<file path="config.mk">
export PLATFORM = sky130hd
export DESIGN_NAME = led_scan_ctrl
export DESIGN_NICKNAME = d
export VERILOG_FILES = /design/src/rtl/led_pkg.sv /design/src/rtl/led_bit_shifter.sv /design/src/rtl/led_scan_ctrl.sv
export SDC_FILE = /design/constraint.sdc
export NUM_CORES = 1
export LEC_CHECK = 0
export CAP_MARGIN = 5
export CORE_ASPECT_RATIO = 1.4
export CORE_MARGIN = 2
export CORE_UTILIZATION = 48
export CTS_CLUSTER_SIZE = 40
export DETAILED_ROUTE_END_ITERATION = 12
export GPL_TIMING_DRIVEN = 0
export PLACE_DENSITY = 0.79
export SYNTH_ARGS = -nofsm -noshare
export SYNTH_HDL_FRONTEND = slang
export SYNTH_HIERARCHICAL = 1
export SYNTH_SLANG_ARGS = --single-unit
</file>
<file path="constraint.sdc">
create_clock -name clk_i -period 4.5 [get_ports clk_i]
set_clock_uncertainty 0.15 [all_clocks]
set_input_delay 0.675 -clock clk_i [delete_from_list [all_inputs] [get_ports clk_i]]
set_output_delay 0.675 -clock clk_i [all_outputs]
set_load 0.03 [all_outputs]
</file>
<file path="src/rtl/led_pkg.sv">
// Shared definitions for the NeoPixel frame scheduler.
// Contents: FSM state encoding, GRB/RAM word widths and two small helpers
// used when latching the bit timings.
package led_pkg;

  localparam int GRB_BITS   = 24;
  localparam int RAM_WORD_W = 32;

  typedef enum logic [2:0] {
    IDLE,
    READ,
    LOAD,
    HIGH,
    LOW,
    LATCH
  } led_state_e;

  // A zero timing count would stall the down-counter terminal compare,
  // so it is promoted to the shortest legal phase.
  function automatic logic [7:0] clamp_time(input logic [7:0] t);
    return (t == 8'd0) ? 8'd1 : t;
  endfunction

  function automatic logic [7:0] max8(input logic [7:0] a, input logic [7:0] b);
    return (a > b) ? a : b;
  endfunction

endpackage

</file>
<file path="src/rtl/led_bit_shifter.sv">
// Per-channel GRB serializer.
// Holds one 24-bit GRB word, shifts it MSB-first, and decides when this
// channel's line drops during the shared high phase.
// Ports:
//   clk_i, rst_i  clock / synchronous active-high reset
//   load          capture word (start of an LED)
//   shift         advance to the next bit
//   word          GRB word from this channel's RAM bank
//   elapsed       cycles spent so far in the current high phase
//   t0h, t1h      latched high times for a 0 / 1 bit
//   high_phase    FSM is in its high phase
//   msb           current bit being sent
//   line          serial output for this channel
module led_bit_shifter
  import led_pkg::*;
(
  input  logic                clk_i,
  input  logic                rst_i,
  input  logic                load,
  input  logic                shift,
  input  logic [GRB_BITS-1:0] word,
  input  logic [7:0]          elapsed,
  input  logic [7:0]          t0h,
  input  logic [7:0]          t1h,
  input  logic                high_phase,
  output logic                msb,
  output logic                line
);

  logic [GRB_BITS-1:0] sr;

  always_ff @(posedge clk_i) begin
    if (rst_i) begin
      sr <= '0;
    end else if (load) begin
      sr <= word;
    end else if (shift) begin
      sr <= {sr[GRB_BITS-2:0], 1'b0};
    end
  end

  assign msb  = sr[GRB_BITS-1];
  // The shared high phase lasts max(t0h,t1h); this channel stays high only
  // for the high time matching its own current bit.
  assign line = high_phase && (elapsed < (msb ? t1h : t0h));

endmodule

</file>
<file path="src/rtl/led_scan_ctrl.sv">
// NeoPixel frame scheduler.
// On start_i, walks the color RAM once, serializes each channel's GRB word
// on data_o with the latched T0H/T0L/T1H/T1L counts, then holds the lines
// low for RST_CNT cycles and pulses done_o.
// Ports:
//   clk_i, rst_i          clock / synchronous active-high reset
//   start_i               frame start request
//   t0h_i..t1l_i          bit timing counts in clk_i cycles
//   rd_en_o, rd_addr_o    shared RAM read strobe / word address
//   rd_data_i             CH_NUM x 32-bit read data, 1-cycle latency
//   data_o                serial NeoPixel lines
//   busy_o, done_o        frame in progress / end-of-frame pulse
//
// state | meaning
// IDLE  | waiting for start_i
// READ  | RAM read for the current LED
// LOAD  | capture read data into the shifters
// HIGH  | lines high, each drops after its own high time
// LOW   | lines low for max low time, then next bit / LED
// LATCH | lines low for RST_CNT cycles, then done_o
module led_scan_ctrl
  import led_pkg::*;
#(
  parameter int CH_NUM  = 8,
  parameter int LED_NUM = 64,
  parameter int ADDR_W  = 6,
  parameter int RST_CNT = 4000
) (
  input  logic                       clk_i,
  input  logic                       rst_i,
  input  logic                       start_i,
  input  logic [7:0]                 t0h_i,
  input  logic [7:0]                 t0l_i,
  input  logic [7:0]                 t1h_i,
  input  logic [7:0]                 t1l_i,
  output logic                       rd_en_o,
  output logic [ADDR_W-1:0]          rd_addr_o,
  input  logic [CH_NUM*RAM_WORD_W-1:0] rd_data_i,
  output logic [CH_NUM-1:0]          data_o,
  output logic                       busy_o,
  output logic                       done_o
);

  localparam int                LAT_W    = $clog2(RST_CNT + 1);
  localparam logic [ADDR_W-1:0] LED_LAST = ADDR_W'(LED_NUM - 1);
  localparam logic [LAT_W-1:0]  LAT_LOAD = LAT_W'(RST_CNT);

  led_state_e state, next_state;

  logic [7:0]        t0h_q, t0l_q, t1h_q, t1l_q;
  logic [7:0]        max_h, max_l;
  logic [7:0]        tmr;
  logic [7:0]        elapsed;
  logic              tmr_last;
  logic [4:0]        bit_cnt;
  logic [ADDR_W-1:0] led_cnt;
  logic [LAT_W-1:0]  lat_cnt;
  logic              lat_last;
  logic              sr_load, sr_shift, high_phase;
  logic [CH_NUM-1:0] msb;

  assign max_h    = max8(t0h_q, t1h_q);
  assign max_l    = max8(t0l_q, t1l_q);
  assign tmr_last = (tmr == 8'd1);
  // tmr counts max_h..1 during HIGH, so elapsed runs 0..max_h-1.
  assign elapsed  = max_h - tmr;
  assign lat_last = (lat_cnt == '0);

  always_ff @(posedge clk_i) begin
    if (rst_i) begin
      state <= IDLE;
    end else begin
      state <= next_state;
    end
  end

  always_comb begin
    next_state = state;
    case (state)
      IDLE:  if (start_i) next_state = READ;
      READ:  next_state = LOAD;
      LOAD:  next_state = HIGH;
      HIGH:  if (tmr_last) next_state = LOW;
      LOW: begin
        if (tmr_last) begin
          if (bit_cnt != 5'd0)       next_state = HIGH;
          else if (led_cnt == LED_LAST) next_state = LATCH;
          else                       next_state = READ;
        end
      end
      LATCH: if (lat_last) next_state = IDLE;
      default: next_state = IDLE;
    endcase
  end

  always_comb begin
    rd_en_o    = (state == READ);
    high_phase = (state == HIGH);
    sr_load    = (state == LOAD);
    sr_shift   = (state == LOW) && tmr_last && (bit_cnt != 5'd0);
    done_o     = (state == LATCH) && lat_last;
    busy_o     = (state != IDLE) && !done_o;
  end

  // led_cnt only changes on entry to READ, so it doubles as the held address.
  assign rd_addr_o = led_cnt;

  always_ff @(posedge clk_i) begin
    if (rst_i) begin
      t0h_q   <= 8'd1;
      t0l_q   <= 8'd1;
      t1h_q   <= 8'd1;
      t1l_q   <= 8'd1;
      tmr     <= 8'd0;
      bit_cnt <= 5'd0;
      led_cnt <= '0;
      lat_cnt <= '0;
    end else begin
      case (state)
        IDLE: begin
          if (start_i) begin
            t0h_q   <= clamp_time(t0h_i);
            t0l_q   <= clamp_time(t0l_i);
            t1h_q   <= clamp_time(t1h_i);
            t1l_q   <= clamp_time(t1l_i);
            led_cnt <= '0;
          end
        end
        LOAD: begin
          bit_cnt <= 5'(GRB_BITS - 1);
          tmr     <= max_h;
        end
        HIGH: begin
          if (tmr_last) tmr <= max_l;
          else          tmr <= tmr - 8'd1;
        end
        LOW: begin
          if (tmr_last) begin
            if (bit_cnt != 5'd0) begin
              bit_cnt <= bit_cnt - 5'd1;
              tmr     <= max_h;
            end else if (led_cnt == LED_LAST) begin
              lat_cnt <= LAT_LOAD;
            end else begin
              led_cnt <= led_cnt + 1'b1;
            end
          end else begin
            tmr <= tmr - 8'd1;
          end
        end
        LATCH: begin
          if (!lat_last) lat_cnt <= lat_cnt - 1'b1;
        end
        default: ;
      endcase
    end
  end

  for (genvar c = 0; c < CH_NUM; c++) begin : g_ch
    led_bit_shifter u_shifter (
      .clk_i      (clk_i),
      .rst_i      (rst_i),
      .load       (sr_load),
      .shift      (sr_shift),
      .word       (rd_data_i[c*RAM_WORD_W +: GRB_BITS]),
      .elapsed    (elapsed),
      .t0h        (t0h_q),
      .t1h        (t1h_q),
      .high_phase (high_phase),
      .msb        (msb[c]),
      .line       (data_o[c])
    );
  end

endmodule

</file>
# ---- Word-level counts from Yosys, hierarchy flattened
# Index checks and enable logic that the tools add are counted.
dict set report word_totals {
  ff_bits 258
  output_inout_bits 17
  word_cells 135
}
dict set report op_classes {
  add_sub_neg 5
  n_lt_le_gt_ge 10
  eq_ne 17
  n_mux 54
  n_reduce_logical 32
}
# operator n
set ops {}
lappend ops {{24-bit two-way mux} 16}
lappend ops {{8-bit two-way mux} 17}
lappend ops {{8-bit less-than comparator} 8}
lappend ops {{12-bit two-way mux} 4}
lappend ops {{8-bit zero test} 4}
lappend ops {{6-bit two-way mux} 4}
lappend ops {{12-bit case mux with 2 select lines} 1}
lappend ops {{8-bit case mux with 3 select lines} 1}
lappend ops {{3-bit two-way mux} 6}
lappend ops {{2-bit != test (second input constant)} 9}
lappend ops {{3-bit case mux with 6 select lines} 1}
lappend ops {{8-bit > comparator} 2}
lappend ops {{1-bit logical AND} 12}
lappend ops {{12-bit zero test} 1}
lappend ops {{6-bit case mux with 2 select lines} 1}
lappend ops {{12-bit by 1-bit subtractor with 12-bit output (second input constant)} 1}
lappend ops {{5-bit two-way mux} 2}
lappend ops {{5-bit case mux with 2 select lines} 1}
lappend ops {{5-bit AND reduction} 2}
lappend ops {{8-bit by 1-bit == test with 1-bit output (second input constant)} 1}
lappend ops {{2-bit nonzero test} 4}
lappend ops {{8-bit by 1-bit subtractor with 8-bit output (second input constant)} 1}
lappend ops {{8-bit subtractor} 1}
lappend ops {{6-bit by 1-bit adder with 6-bit output (second input constant)} 1}
lappend ops {{13 further kinds} 17}

# ---- Longest topological paths before layout
# Gate-level depths: netlist (run 1).
dict set report depth {
  word_depth 5
  depth_mapped 18
  ltp_nobuf 18
}

# ---- Hierarchy
# The synthesis (run 1) kept the hierarchy.
# module instances cells_per_inst area_each_um2
set by_module_without_submodules {}
lappend by_module_without_submodules {{led_bit_shifter at g_ch[1].u_shifter ...} 6 132 1470.2}
lappend by_module_without_submodules {led_scan_ctrl 1 508 4072.7}
lappend by_module_without_submodules {{led_bit_shifter at g_ch[0].u_shifter ...} 2 132 1473.9}

# ---- Worst setup path before layout (run 1)
# OpenSTA, ideal clock, no wires.
dict set report synth_timing {
  path_kind {register to output}
  startpoint {reg t1h_q[2]}
  endpoint {out data_o[1]}
  arrival_ns 4.521
  required_ns 3.675
  setup_slack_ns -0.846
  stages_incl_launch_ff 19
  n_path_buf 0
  path_cell_list {dfxtp_1 -> inv_1 -> ha_1 -> and4b_1 -> a211oi_1 -> o22ai_4 -> mux2i_1 -> inv_1 -> ha_1 -> nor2b_1 -> o21ai_0 -> a21boi_0 -> o21ai_0 -> nor2b_1 -> xnor2_1 -> ha_1 -> a21oi_1 -> o2111ai_1 -> nor3_1}
}
dict set report synth_between {
  elab_chain_len 5
  elab_cells_between_ends 6
}
# element line
set synth_lines {}
lappend synth_lines {{from (decl)} led_scan_ctrl.sv:50} ;# logic [7:0] t0h_q, t0l_q, t1h_q, t1l_q;
lappend synth_lines {{from (signal assigned)} led_scan_ctrl.sv:124} ;# t1h_q <= clamp_time(t1h_i);
lappend synth_lines {{8-bit > comparator} led_pkg.sv:25} ;# return (a > b) ? a : b;
lappend synth_lines {{8-bit two-way mux (*)} led_pkg.sv:25}
lappend synth_lines {{8-bit subtractor (*)} led_scan_ctrl.sv:66} ;# assign elapsed = max_h - tmr;
lappend synth_lines {{net elapsed[5]} led_scan_ctrl.sv:53} ;# logic [7:0] elapsed;
lappend synth_lines {{8-bit less-than comparator (*)} led_bit_shifter.sv:45} ;# assign line = high_phase && (elapsed < (msb ? t1h : t0h));
lappend synth_lines {{1-bit logical AND (*)} led_bit_shifter.sv:45}
lappend synth_lines {{to (decl)} led_scan_ctrl.sv:39} ;# output logic [CH_NUM-1:0] data_o,
# The timed path passes the listed nets; every way through them passes the cells marked *.

# ---- Worst setup path in the final report (run 1)
dict set report layout_timing {
  startpoint {reg t1h_q[3]}
  endpoint {out data_o[4]}
}
# The elaborated chain is that of the path after synthesis.

==> results of run 1 <==
-- layer usage --
| layer | vias to the layer above | GRT usage (%) |
|---|---|---|
| met3 | 109 | 2.51 |
| met1 | 5923 | 25.3 |
| met5 | - | 0 |
| met4 | 0 | 9.27 |
| met2 | 333 | 42.8 |
| li1 | 6172 | - |
-- power by group through the flow --
stage	combinational, mW	sequential, mW	clock [mW]
after floorplan	1.84	2.58	0
after global placement	2.40	2.63	0
after detailed placement	2.49	2.64	0
after CTS	3.10	2.55	2.23
after global routing	3.57	2.57	2.32
final	3.28	2.55	2.18
-- layout make-up --
type | instances | area share (%)
clock buffer | 41 | 3.88
buffer | 93 | 4.00
tap | 440 | 2.64
sequential | 258 | 25.1
timing repair buffer | 282 | 13.3
clock inverter | 5 | 0.258
inverter | 43 | 0.786
multi-input combinational | 1170 | 50.0
-- tightest hold or removal path, stage by stage, from the launching register on --
cell and delay, ns:
dfxtp_1 0.33, nand2_1 0.06, a21oi_1 0.05
-- final timing paths --
kind	from	to	slack [ns]	cells after the start
hold reg to reg	t0l_q[5]	t0l_q[5]	0.33	2
setup reg to reg	tmr[1]	g_ch[4].u_shifter/sr[3]	0.98	12
hold / removal	t0l_q[5]	t0l_q[5]	0.33	2
setup / recovery	t1h_q[3]	data_o[4]	-0.70	20
-- timing repair --
| item | CTS | global route |
|---|---|---|
| setup buffers | 32 | 6 |
| setup endpoints to repair | 8 | 8 |
| gates resized for setup | 128 | 18 |
| pin swaps | 39 | 29 |
-- cells by family after synthesis --
group / after synthesis / share of synthesized area (%)
AOI/OAI and AO/OA: 155 / 6.39
adders and majority gates: 85 / 6.76
DFF: 258 / 32.6
xor gates and xnor gates: 23 / 1.27
muxes: 445 / 33.5
buffers and inverters: 136 / 6.29
and+or+nand+nor: 462 / 13.2
-- cell usage in the layout, fill, tap and decap left out, types with 39 or more instances in the layout --
cell type	Yosys	layout
clkdlybuf4s50_1	0	234
ha_1	84	52
mux2i_1	246	243
dfxtp_1	258	242
nor2_1	251	249
nand2_1	86	82
mux2_4	160	161
buf_4	16	46
inv_1	43	39
a21oi_1	80	72
-- flip-flops by register name, summed over array words and instances, names as in the netlist --
signal / flops
bit_cnt: 5
g_ch.u_shifter/sr: 192
lat_cnt: 12
rd_addr_o: 6
state: 3
t0h_q: 8
t0l_q: 8
t1h_q: 8
t1l_q: 8
tmr: 8
==> run_results.csv, run 1 <==
group,metric,value,unit
synthesis,yosysTopAreaCellShare,32.6,%
outcome,status,"finished, violations left",
power_and_ir_drop,power_switching,2.63,mW
power_and_ir_drop,totalPowerFinal,8.02,mW
synthesis,yosys-top-cells-count,"258 x dfxtp_1, 251 x nor2_1, 246 x mux2i_1, 160 x mux2_4, 86 x nand2_1",
sta,slew_violations,0,
sta,setup_viol,8,
die,fp.dieW,158,microns
sta,rsz0062_at_grt,"yes",
die,core_area,32500,sq um
detailed_routing,via_count,12537,
finish,area_growth,31.6,%
synthesis,avgSynthCellArea,10.1,sq um
sta,slew_headroom,25.4,%
finish,num_antenna_cells,0,
placed_design,gp_congestion,0.848,
power_and_ir_drop,power_frac_comb,40.9,%
finish,fin_nets,2250,
synthesis,synthArstFlopShare,0,%
cts,cts_root_buf,"clkbuf_16",
finish,fill_cells,2562,
detailed_routing,antenna_left,0,
global_routing,grtUsageTotal,22.6,%
detailed_routing,drt-initial-drc-count,600,
sta,max_freq,192,MHz
die,fp.dieH,219,microns
finish,fin_util,64.1,%
worst_setup_path,crit_path_max_incr_delay,0.34,ns
detailed_routing,drc,0,
power_and_ir_drop,internal-power,5.39,mW
worst_setup_path,critical_path_class,"flop to output pin",
synthesis,yosysMostFrequentCell,"dfxtp_1",
worst_setup_path,cp.arrival,4.37,ns
die,dieArea,34500,sq um
synthesis,synth_area,15800,sq um
sta,hold_ws,0.332,ns
global_routing,grt_max_degree,31,
cts,numCtsBuffers,26,
detailed_routing,met1_length,15.9,mm
finish,multi_input_area,10400,sq um
placed_design,dp_hpwl,28.1,mm
die,start_util,48.7,%
synthesis,synth_area_leader_cell,"dfxtp_1",
cts,clkSlewWorstSetupHoldPaths,0.06,ns
synthesis,ys_seq_area_share,32.6,%
global_routing,gr-total-overflow,0,
global_routing,grt_pass1_vias,13031,
power_and_ir_drop,clockPowerShare,27.2,%
detailed_routing,dr_wl_met2,20.8,mm
synthesis,synthFlopType,"dfxtp_1",
finish,drive_gt1_share,25.2,%
cts,cts_hold_buf,0,
placed_design,dpl_worst_slack,-1.47,ns
detailed_routing,wire_per_inst,17.2,microns
cts,ctsLongestPathBuffers,3,
synthesis,synth_edf_count,0,
synthesis,synthTopCellsByArea,"dfxtp_1 33%, mux2i_1 16%, mux2_4 15%, ha_1 6.6%, nor2_1 5.9%",
worst_setup_path,cp_slowest_cell,"dfxtp_4",
global_routing,grt_pass1_wl,63.5,mm
power_and_ir_drop,p_leak,7.84,nW
cts,cts_tree,"built",
synthesis,syn_inst,1564,
power_and_ir_drop,powerDensity,385,nW/um^2
worst_setup_path,path_buf_inv,5,
sta,worst_pin_slew,1.11,ns
synthesis,ys_ff_latch,258,
sta,finalSetupTns,-5.51,ns
detailed_routing,top_layer_used,"met4",
detailed_routing,finalWirelength,40.1,mm
sta,fin_ws,-0.700,ns
finish,seqCellArea,5230,sq um
worst_setup_path,required,3.67,ns
placed_design,port_buffers,243,
synthesis,yosysUniqueCellTypes,69,
sta,hold_viol_final,0,
detailed_routing,drt_pass1_iterations,6,
global_routing,antenna_found_initial,0,
placed_design,place_area,19100,sq um
worst_setup_path,critPathCaptureType,"output pin",
synthesis,ys_warn_count,6,
worst_setup_path,cp_top_family,"compound AO/OA/AOI/OAI gates",
synthesis,syn_nets,1940,
cts,numClockSinks,258,
die,rows,78,
worst_setup_path,worstPathCellList,"inv_1, ha_4, and4b_1, a211oi_2, o22ai_4, buf_4, mux2_4, ha_4, o21ai_2, a21boi_2, o21ai_2, buf_4, a21oi_4, xnor2_4, buf_12, ha_1, nand2_1, o2111ai_2, nor3_4, buf_6",
finish,design_area,20800,sq um
die,io_pins,308,
sta,fin_crit_sh,116,%
power_and_ir_drop,ir_drop,271,uV
worst_setup_path,critPathLaunchType,"flop",
detailed_routing,viasPerCell,5.38,
power_and_ir_drop,seq_power_share,31.8,%
finish,layout.cells.non_filler,2332,
placed_design,dpl.cell_count,2248,
cts,htree_levels,1,
detailed_routing,wl_met3,1.65,mm
run,drv_cap,0,
hold_path,hold_class,"flop to flop",
outcome,violations,"negative setup slack",
sta,fin_crit,5.20,ns
worst_setup_path,crit_fanout,8,
power_and_ir_drop,p_sw_share,32.8,%
cts,clk_latency,0.54,ns
(Power assumes the default switching activity.)
==> run 2: changes to the inputs <==
--- a/config.mk
+++ b/config.mk
@@ -17,3 +17,4 @@
 export SYNTH_HDL_FRONTEND = slang
 export SYNTH_HIERARCHICAL = 1
 export SYNTH_SLANG_ARGS = --single-unit
+export TNS_END_PERCENT = 50
==> run 2 against run 1 <==
Register-to-register slack worse by 0.27 ns. Largest cell class unchanged. Routed wire length increased by 1.8%. Sequential share of layout area barely moved. The flow still finishes with violations (negative setup slack). Largest power group unchanged. Non-clock buffer count fell by 3. Die area unchanged.
==> run_results.csv, run 2 (same netlist as run 1, synthesis figures left out) <==
group,metric,value,unit
outcome,status,"finished, violations left",
outcome,violations,"negative setup slack",
die,start_util,48.7,%
sta,finalSetupTns,-6.00,ns
sta,max_freq,188,MHz
finish,area_growth,31.4,%
finish,fill_cells,2625,
cts,cts_tree,"built",
worst_setup_path,worstSetupEndpoint,"data_o[0]",
global_routing,antenna_found_initial,0,
placed_design,dp_hpwl,28.7,mm
detailed_routing,drt-initial-drc-count,560,
hold_path,hold_class,"flop to flop",
sta,slew_headroom,19.4,%
power_and_ir_drop,ir_drop,251,uV
sta,rsz0062_at_grt,"yes",
finish,multi_input_area,10400,sq um
finish,fin_util,64.0,%
run,drv_cap,0,
detailed_routing,finalWirelength,40.8,mm
cts,ctsLongestPathBuffers,3,
finish,num_antenna_cells,0,
sta,fin_crit,5.32,ns
worst_setup_path,r2r_start,"tmr[1]",
cts,htree_levels,1,
detailed_routing,via_count,12590,
worst_setup_path,r2r_slack,0.71,ns
power_and_ir_drop,totalPowerFinal,8.06,mW
placed_design,dpl_worst_slack,-1.52,ns
die,dieArea,34500,sq um
detailed_routing,wire_per_inst,17.5,microns
global_routing,gr-total-overflow,0,
worst_setup_path,critPathCaptureType,"output pin",
worst_setup_path,worstPathCellList,"inv_4, ha_4, a21oi_2, o21a_1, o22ai_4, mux2i_2, inv_1, ha_1, nor2b_4, o21ai_4, a21boi_4, o21ai_4, nor2b_4, xnor2_4, buf_6, buf_4, ha_4, nand4_1, a211oi_2, nor3_4, buf_6",
worst_setup_path,path_buf_inv,5,
die,rows,78,
sta,slew_violations,0,
placed_design,port_buffers,243,
sta,fin_crit_sh,118,%
power_and_ir_drop,p_leak,7.86,nW
finish,fin_nets,2247,
detailed_routing,drc,0,
sta,worst_pin_slew,1.21,ns
cts,cts_hold_buf,0,
placed_design,gp_congestion,0.911,
cts,clk_latency,0.54,ns
power_and_ir_drop,powerDensity,387,nW/um^2
global_routing,grt_pass1_vias,12834,
finish,drive_gt1_share,25.0,%
sta,setup_viol,8,
sta,hold_ws,0.330,ns
placed_design,place_area,19100,sq um
worst_setup_path,critPathLaunchType,"flop",
worst_setup_path,cp-startpoint,"t1h_q[5]",
worst_setup_path,cp_num_cells,21,
global_routing,grt_max_degree,31,
placed_design,dpl.cell_count,2248,
worst_setup_path,cp_top_family,"compound AO/OA/AOI/OAI gates",
finish,seqCellArea,5230,sq um
worst_setup_path,ff2ff_path_depth,12,
worst_setup_path,cp.arrival,4.50,ns
finish,largest_reg_flops,192,
detailed_routing,antenna_left,0,
global_routing,grt_pass1_wl,63.4,mm
detailed_routing,drt_pass1_iterations,7,
hold_path,min_from,"t1l_q[7]",
die,core_area,32500,sq um
global_routing,grtUsageTotal,22.7,%
die,fp.dieH,219,microns
finish,final_cell_mix,"249 x nor2_1, 245 x mux2i_1, 242 x dfxtp_1, 234 x clkdlybuf4s50_1, 161 x mux2_4",
die,io_pins,308,
worst_setup_path,r2r-end,"g_ch[0].u_shifter/sr[22]",
worst_setup_path,critical_path_class,"flop to output pin",
cts,numCtsBuffers,26,
die,fp.dieW,158,microns
worst_setup_path,crit_path_max_incr_delay,0.39,ns
worst_setup_path,required,3.67,ns
cts,numClockSinks,258,
cts,clkSlewWorstSetupHoldPaths,0.06,ns
sta,hold_viol_final,0,
detailed_routing,viasPerCell,5.40,
finish,regMostFlops,"g_ch.u_shifter/sr",
finish,layout.cells.non_filler,2330,
finish,layout_commonest_cell,"nor2_1",
finish,reg.largest.list,"g_ch.u_shifter/sr (192), lat_cnt (12)",
worst_setup_path,cp_slowest_cell,"dfxtp_4",
worst_setup_path,crit_fanout,4,
cts,cts_root_buf,"clkbuf_16",
sta,fin_ws,-0.822,ns
finish,design_area,20800,sq um
-- run 2: changes by cell type in the layout (fill, tap and decap cells not counted), moves of 3 or more --
cell      before  now
nand2_2        5    2
clkbuf_8       9    5
clkinv_2       3    8
ha_4          30   25
ha_1          52   58
-- run 2: how the worst min path moves through the flow --
stage                    end  slack (ns)  cells past startpoint
finish              t1l_q[7]        0.33                      2
global route        t1l_q[4]        0.35                      2
CTS                 t1l_q[7]        0.32                      2
detailed placement  t1l_q[7]        0.31                      2
global placement    t1l_q[7]        0.31                      2
floorplan           t1l_q[1]        0.30                      2
-- run 2: worst register-to-register path, stage by stage (launching register included) --
cell and delay (ns):
dfxtp_1 0.36, inv_1 0.17, ha_1 0.21, nor3b_1 0.69, nand2_4 0.19, nor2_2 0.24
nand2_1 0.13, inv_1 0.58, buf_6 0.24, buf_12 0.15, mux2_4 0.31, mux2i_1 0.17
nor2_1 0.07
-- run 2: layer usage --
| layer | part of all wire [%] | track usage, % |
|---|---|---|
| met1 | 39 | 25.2 |
| met2 | 53 | 43.4 |
| met3 | 4.2 | 2.55 |
| met4 | 3.8 | 8.85 |
| met5 | 0 | 0 |
-- run 2: repair_timing --
| action | 4_1_cts | 5_1_grt |
|---|---|---|
| setup buffers | 32 | 4 |
| pin swaps | 39 | 32 |
| cloned | 0 | 0 |
| resized for setup | 124 | 24 |
| endpoints found under the hold margin | 0 | 0 |
| endpoints found under the setup margin | 8 | 8 |
-- run 2: layout make-up --
type	count	share of cell area, %
Sequential cell	258	25.1
Inverter	43	0.799
Multi-Input combinational cell	1170	50.1
Clock buffer	35	3.58
Timing Repair Buffer	279	13.2
Buffer	93	4.01
Tap cell	440	2.64
Clock inverter	12	0.553
-- run 2: power by group --
group          switching (mW)  total (mW)  internal, mW
Combinational            1.65        3.32          1.66
Sequential              0.116        2.56          2.44
Clock                   0.913        2.19          1.27
==> run 3: changes to the inputs <==
--- a/config.mk
+++ b/config.mk
@@ -13,6 +13,7 @@
 export DETAILED_ROUTE_END_ITERATION = 12
 export GPL_TIMING_DRIVEN = 0
 export PLACE_DENSITY = 0.79
+export SLEW_MARGIN = 20
 export SYNTH_ARGS = -nofsm -noshare
 export SYNTH_HDL_FRONTEND = slang
 export SYNTH_HIERARCHICAL = 1
==> results of run 3 <==
No change in the layout: final DEF, timing and power equal those of run 2.
